## config.mk

```make
export PLATFORM = sky130hd
export DESIGN_NAME = mmio_decoder
export DESIGN_NICKNAME = d
export VERILOG_FILES = /design/src/rtl/mmio_decoder_pkg.sv /design/src/rtl/mmio_region_decode.sv /design/src/rtl/mmio_decoder.sv
export SDC_FILE = /design/constraint.sdc
export NUM_CORES = 1
export LEC_CHECK = 0
export ABC_CLOCK_PERIOD_IN_PS = 2400
export BUFFER_PORTS_ARGS = -buffer_cell sky130_fd_sc_hd__buf_4
export CORE_AREA = 2 2 183 185
export CTS_BUF_LIST = sky130_fd_sc_hd__clkbuf_16
export CTS_CLUSTER_SIZE = 24
export DETAILED_ROUTE_END_ITERATION = 10
export DIE_AREA = 0 0 185 187
export SLEW_MARGIN = 20
export SYNTH_ARGS = -nofsm -noshare
export SYNTH_HDL_FRONTEND = slang
export SYNTH_HIERARCHICAL = 1
export SYNTH_SLANG_ARGS = --single-unit
```

## constraint.sdc

```tcl
create_clock -name clk -period 2.4 [get_ports clk]
set_input_delay 0.36 -clock clk [delete_from_list [all_inputs] [get_ports clk]]
set_output_delay 0.36 -clock clk [all_outputs]
set_load 0.005 [all_outputs]
```

## src/rtl/mmio_decoder_pkg.sv

```systemverilog
// Shared types and default address map for the MMIO decoder.
// FSM state, access region and map/latency defaults.
package mmio_decoder_pkg;

    typedef enum logic [1:0] {
        IDLE,
        ACCESS,
        WAIT,
        RESP
    } state_t;

    typedef enum logic [1:0] {
        REG_RAM,
        REG_OPORT,
        REG_IPORT,
        REG_NONE
    } region_t;

    localparam int          IDX_W        = 6;
    localparam int          DEF_N_OPORTS = 4;
    localparam int          DEF_N_IPORTS = 4;
    localparam int          DEF_RAM_AW   = 13;
    localparam int          DEF_RAM_LAT  = 1;
    localparam logic [31:0] DEF_IO_BASE  = 32'h0000_2000;

endpackage

```

## src/rtl/mmio_region_decode.sv

```systemverilog
// Combinational address classifier for the MMIO decoder.
// Ports: addr/we in; region, port idx and illegal (IPORT write) out.
import mmio_decoder_pkg::*;

module mmio_region_decode #(
    parameter int          N_OPORTS = DEF_N_OPORTS,
    parameter int          N_IPORTS = DEF_N_IPORTS,
    parameter int          RAM_AW   = DEF_RAM_AW,
    parameter logic [31:0] IO_BASE  = DEF_IO_BASE
) (
    input  logic [31:0]      addr,
    input  logic             we,
    output region_t          region,
    output logic [IDX_W-1:0] idx,
    output logic             illegal
);

    localparam int NP = N_OPORTS + N_IPORTS;

    logic [31:0]      off;
    logic [IDX_W-1:0] word;

    assign off  = addr - IO_BASE;
    assign word = off[7:2];

    always_comb begin
        region  = REG_NONE;
        idx     = '0;
        illegal = 1'b0;
        if (addr[1:0] != 2'b00) begin
            region = REG_NONE;
        end else if ((addr >> RAM_AW) == 32'd0) begin
            region = REG_RAM;
        end else if (addr >= IO_BASE && off < 32'(4 * NP)) begin
            if (word < IDX_W'(N_OPORTS)) begin
                region = REG_OPORT;
                idx    = word;
            end else begin
                region  = REG_IPORT;
                idx     = word - IDX_W'(N_OPORTS);
                illegal = we;
            end
        end
    end

endmodule

```

## src/rtl/mmio_decoder.sv

```systemverilog
// Handshaked MMIO decoder: data RAM, N output ports, N input ports.
// Ports: req/we/addr/wdata -> ready/rdata/fault; RAM and port strobes.
// Optional MMIO_DECODER_FAULT_LOG_EN adds fault_count and fault_addr.
import mmio_decoder_pkg::*;

module mmio_decoder #(
    parameter int          N_OPORTS = DEF_N_OPORTS,
    parameter int          N_IPORTS = DEF_N_IPORTS,
    parameter int          RAM_AW   = DEF_RAM_AW,
    parameter logic [31:0] IO_BASE  = DEF_IO_BASE,
    parameter int          RAM_LAT  = DEF_RAM_LAT
) (
    input  logic                  clk,
    input  logic                  reset,
    input  logic                  req,
    input  logic                  we,
    input  logic [31:0]           addr,
    input  logic [31:0]           wdata,
    output logic                  ready,
    output logic [31:0]           rdata,
    output logic                  fault,
    output logic                  dataram_we,
    output logic [RAM_AW-3:0]     dataram_addr,
    output logic [31:0]           dataram_wdata,
    input  logic [31:0]           dataram_rdata,
    output logic [N_OPORTS-1:0]   oport_we,
    output logic [31:0]           oport_wdata,
    input  logic [32*N_OPORTS-1:0] oport_rdata,
    input  logic [32*N_IPORTS-1:0] iport_rdata
`ifdef MMIO_DECODER_FAULT_LOG_EN
    ,
    output logic [15:0]           fault_count,
    output logic [31:0]           fault_addr
`endif
);

    state_t           state;
    region_t          dec_region;
    logic [IDX_W-1:0] dec_idx;
    logic             dec_illegal;

    logic             acc_we;
    logic [31:0]      acc_addr;
    logic [31:0]      acc_wdata;
    region_t          acc_region;
    logic [IDX_W-1:0] acc_idx;
    logic             acc_fault;
    logic [31:0]      cap;
    logic [2:0]       cnt;

    logic [N_OPORTS-1:0] port_hot;
    logic [31:0]         osel;
    logic [31:0]         isel;

    mmio_region_decode #(
        .N_OPORTS (N_OPORTS),
        .N_IPORTS (N_IPORTS),
        .RAM_AW   (RAM_AW),
        .IO_BASE  (IO_BASE)
    ) u_decode (
        .addr    (addr),
        .we      (we),
        .region  (dec_region),
        .idx     (dec_idx),
        .illegal (dec_illegal)
    );

    always_comb begin
        port_hot = '0;
        osel     = '0;
        isel     = '0;
        for (int k = 0; k < N_OPORTS; k++) begin
            if (acc_idx == IDX_W'(k)) begin
                port_hot[k] = 1'b1;
                osel        = oport_rdata[32*k +: 32];
            end
        end
        for (int k = 0; k < N_IPORTS; k++) begin
            if (acc_idx == IDX_W'(k)) begin
                isel = iport_rdata[32*k +: 32];
            end
        end
    end

`ifndef MMIO_DECODER_FAULT_LOG_EN
    logic unused_ok;
    assign unused_ok = ^{acc_addr[31:RAM_AW], acc_addr[1:0]};
`endif

    always_ff @(posedge clk) begin
        if (reset) begin
            state         <= IDLE;
            ready         <= 1'b0;
            fault         <= 1'b0;
            rdata         <= '0;
            dataram_we    <= 1'b0;
            dataram_addr  <= '0;
            dataram_wdata <= '0;
            oport_we      <= '0;
            oport_wdata   <= '0;
            acc_we        <= 1'b0;
            acc_addr      <= '0;
            acc_wdata     <= '0;
            acc_region    <= REG_NONE;
            acc_idx       <= '0;
            acc_fault     <= 1'b0;
            cap           <= '0;
            cnt           <= '0;
`ifdef MMIO_DECODER_FAULT_LOG_EN
            fault_count   <= '0;
            fault_addr    <= '0;
`endif
        end else begin
            ready      <= 1'b0;
            fault      <= 1'b0;
            dataram_we <= 1'b0;
            oport_we   <= '0;
            unique case (state)
                IDLE: begin
                    if (req) begin
                        acc_we     <= we;
                        acc_addr   <= addr;
                        acc_wdata  <= wdata;
                        acc_region <= dec_region;
                        acc_idx    <= dec_idx;
                        acc_fault  <= (dec_region == REG_NONE)
                                      || dec_illegal;
                        state      <= ACCESS;
                    end
                end
                ACCESS: begin
                    dataram_wdata <= acc_wdata;
                    oport_wdata   <= acc_wdata;
                    cap           <= '0;
                    state         <= RESP;
                    if (!acc_fault) begin
                        unique case (acc_region)
                            REG_RAM: begin
                                dataram_addr <= acc_addr[RAM_AW-1:2];
                                if (acc_we) begin
                                    dataram_we <= 1'b1;
                                end else if (RAM_LAT > 0) begin
                                    cnt   <= 3'(RAM_LAT - 1);
                                    state <= WAIT;
                                end
                            end
                            REG_OPORT: begin
                                if (acc_we) oport_we <= port_hot;
                                else        cap      <= osel;
                            end
                            REG_IPORT: cap <= isel;
                            default: ;
                        endcase
                    end
                end
                WAIT: begin
                    if (cnt == 3'd0) state <= RESP;
                    else             cnt   <= cnt - 3'd1;
                end
                RESP: begin
                    // RAM data is taken on this edge so the sample
                    // lands exactly RAM_LAT cycles after the address.
                    ready <= 1'b1;
                    fault <= acc_fault;
                    if (acc_we || acc_fault)
                        rdata <= '0;
                    else if (acc_region == REG_RAM)
                        rdata <= dataram_rdata;
                    else
                        rdata <= cap;
`ifdef MMIO_DECODER_FAULT_LOG_EN
                    if (acc_fault) begin
                        fault_addr <= acc_addr;
                        if (fault_count != 16'hFFFF)
                            fault_count <= fault_count + 16'd1;
                    end
`endif
                    state <= IDLE;
                end
                default: state <= IDLE;
            endcase
        end
    end

endmodule
```

==> results.json <==
{
  "die_w_microns": 185,
  "synth-simple-area-share_pct": 19.3,
  "cts_setup_buffers": 0,
  "cts-root-buf": "clkbuf_16",
  "cts.sinks": 172,
  "synth-compound-area-share_pct": 16.0,
  "start_kind": "primary input",
  "cp_slowest_stage_delay_ps": 620,
  "synth_top_area_share_pct": 36.5,
  "vias": 9702,
  "ys_seq_elements": 172,
  "synth_nets": 1497,
  "path_cells": "buf_4 > inv_1 > ha_1 > nand2b_1 > or4b_2 > o22ai_1 > nand4_2 > o31a_1 > a211oi_1 > nor3_1",
  "fin_crit_sh_pct": 89.8,
  "max-slew-margin-rel_pct": 57.1,
  "drt_pre_antenna_iters": 5,
  "grt_max_degree": 123,
  "wl_per_cell_microns": 18.1,
  "gp_congestion": 0.852,
  "path_buf_inv": 2,
  "ys_top_cells_by_count": "nand2_1, dfxtp_1, mux2i_1, a21oi_1, nor2_1",
  "port_buffers": 469,
  "endpoint_kind": "register",
  "cts_max_path_buffers": 2,
  "finalHoldViolCount": 0,
  "worstPathMaxFanout": 4,
  "yosys_warnings": 6,
  "pwr_density_cell_nw_per_um2": 608,
  "cap_violations": 0,
  "post-dp-hpwl_microns": 27800,
  "numCtsBuffers": 17,
  "fin_crit_ps": 2150,
  "clk_latency_ps": 420,
  "slowest_stage": "or4b_2",
  "clock_skew_ps": 14.1,
  "grt_setup_unrepaired": "false",
  "clock.fmax_mhz": 464,
  "yosys.cell_count.top_type": "nand2_1",
  "crit_type": "in2reg",
  "tightest_slew_ps": 642,
  "cts_max_level": 4,
  "start_util_pct": 28.7,
  "setup_viol": 0,
  "synth_top_family_by_area": "simple AND/OR/NAND/NOR gates",
  "antenna_left": 0,
  "track_usage_pct": 20.1,
  "hp-class": "in2reg",
  "core_sq_um": 32900,
  "grt_pass1_vias": 9515,
  "first_iter_violations": 365,
  "seq_area_frac_synth_pct": 36.5,
  "synth-edff-count": 0,
  "fp.dieArea_sq_um": 34600,
  "overflow": 0,
  "grt_pass1_wl_microns": 54100,
  "yosys_most_used_dff": "dfxtp_1",
  "arrival_ps": 2450,
  "fin_util_pct": 42.3,
  "syn_to_final_growth_pct": 47.5,
  "die_h_microns": 187,
  "hold_buffers": 0,
  "tns_ps": 0,
  "ir_drop_mv": 0.576,
  "status": "finished clean",
  "ys_types": 56,
  "fin_nets": 1907,
  "antenna_found_initial": 1,
  "io_pins": 470,
  "num_rows": 67,
  "cp.required_ps": 2690,
  "fillCellCount": 3324,
  "clk_pin_slew_worst_paths_ps": 80,
  "synthMuxAreaShare_pct": 19.2,
  "avgSynthCellArea_sq_um": 8.36,
  "drc": 0,
  "slew_viol_final": 0,
  "wl_microns": 36200,
  "tritoncts": "yes",
  "vias_per_cell": 4.85,
  "yosys.area_share.adder_pct": 1.73,
  "power_mw": 8.45,
  "yosysTopAreaCell": "dfxtp_1",
  "yosys-top-cells-area": "dfxtp_1, mux2i_1, nand2_1, a21oi_1, mux2_2",
  "drive_gt1_share_pct": 38.4,
  "async_flop_share_pct": 0,
  "leakage_nw": 5.85,
  "syn_inst": 1128,
  "synth_xor_area_share_pct": 0.372,
  "post_cts_resized": 0,
  "synth.cell_area_sq_um": 9430,
  "crit_family": "simple AND/OR/NAND/NOR gates"
}
==> cell families after synthesis <==
group,after synthesis
and+or+nand+nor,386
muxes,177
adders and majority gates,13
xor gates and xnor gates,4
AOI/OAI and AO/OA,241
other,1
buffers and inverters,134
DFF,172
==> cells in the final DEF (no fill, tap or decap), drive strengths merged, types with 2 or more instances in the layout <==
master / synthesis / routed
mux2i: 145 / 145
nor2b: 35 / 35
nand3b: 5 / 5
or4b: 2 / 2
xnor2: 4 / 4
ha: 13 / 13
nand3: 41 / 41
o22ai: 8 / 8
o22a: 7 / 7
a211oi: 20 / 20
a32oi: 17 / 17
nor4: 8 / 8
nor2: 77 / 77
nor4b: 3 / 3
dfxtp: 172 / 172
nor3: 13 / 13
a21oi: 94 / 94
nand2b: 3 / 3
clkbuf: 57 / 17
o31a: 2 / 2
nand4: 4 / 4
and3b: 2 / 2
and2: 3 / 3
o21ai: 56 / 56
or4: 3 / 3
nand2: 173 / 173
inv: 15 / 21
o211a: 7 / 7
clkinv: 0 / 9
nand4b: 2 / 2
and4b: 2 / 2
buf: 62 / 510
a221o: 7 / 7
mux2: 32 / 32
nor3b: 4 / 4
o211ai: 18 / 18
==> sequential cells by signal (all words and copies together), names as in the netlist <==
name and cells:
acc_idx 6, dataram_we 1, state 2, acc_wdata 32
oport_we 4, oport_wdata 32, rdata 32, acc_addr 11
cnt 3, dataram_addr 11, acc_region 2, ready 1
acc_fault 1, cap 32, acc_we 1, fault 1
==> through the flow <==
step | instances | cell area [sq um] | setup WS [ps] | hold WS, ps
after floorplan | 1128 | 9430 | 4.36 | 421
after global placement | 1967 | 13300 | -163 | 432
after detailed placement | 1967 | 13300 | -158 | 444
after CTS | 1999 | 13900 | 300 | 155
after global routing | 2000 | 13900 | 95.1 | 151
final | 2000 | 13900 | 245 | 179
==> final timing paths <==
| check | startpoint | to | slack, ps | cells past startpoint |
|---|---|---|---|---|
| max | addr[13] | acc_fault$_SDFFE_PP0P_ | 250 | 10 |
| min | wdata[10] | acc_wdata[10]$_SDFFE_PP0P_ | 180 | 3 |
| max reg2reg | acc_region[1]$_SDFFE_PP1P_ | cap[23]$_SDFFE_PP0P_ | 380 | 6 |
| min reg2reg | cap[12]$_SDFFE_PP0P_ | cap[12]$_SDFFE_PP0P_ | 450 | 2 |
==> power breakdown <==
group	total, mW	internal, mW	switching [mW]
sequential	3.28	3.11	0.174
clock	2.81	1.41	1.40
combinational	2.36	1.15	1.22
==> worst register-to-register path, delay by kind of cell, from the launching register on <==
family          cells  cell delay, ps
buf+inv             1              70
flops               1             360
fa+ha+maj           1             330
compound gates      2             340
simple gates        2             860
==> cell type report <==
cell class	instances	area (sq um)	share of cell area [%]
diodes	1	2.50	0.0180
multi-input cells	822	5360	38.5
inverters	15	56.3	0.405
clock buffers	17	425	3.06
well taps	448	561	4.03
repair buffers	510	3880	27.9
clock inverters	15	173	1.24
flip-flops and latches	172	3450	24.8
==> per-layer routing <==
layer | part of all wire [%] | vias up | GRT usage [%] | wire [microns]
li1 | - | 4773 | - | -
met1 | 41 | 4546 | 23.6 | 14800
met2 | 49 | 347 | 35.7 | 17900
met3 | 7.6 | 36 | 5.26 | 2770
met4 | 2.3 | 0 | 5.89 | 818
met5 | 0 | - | 0 | 0
Note: power is estimated with default switching activity, not from simulation.
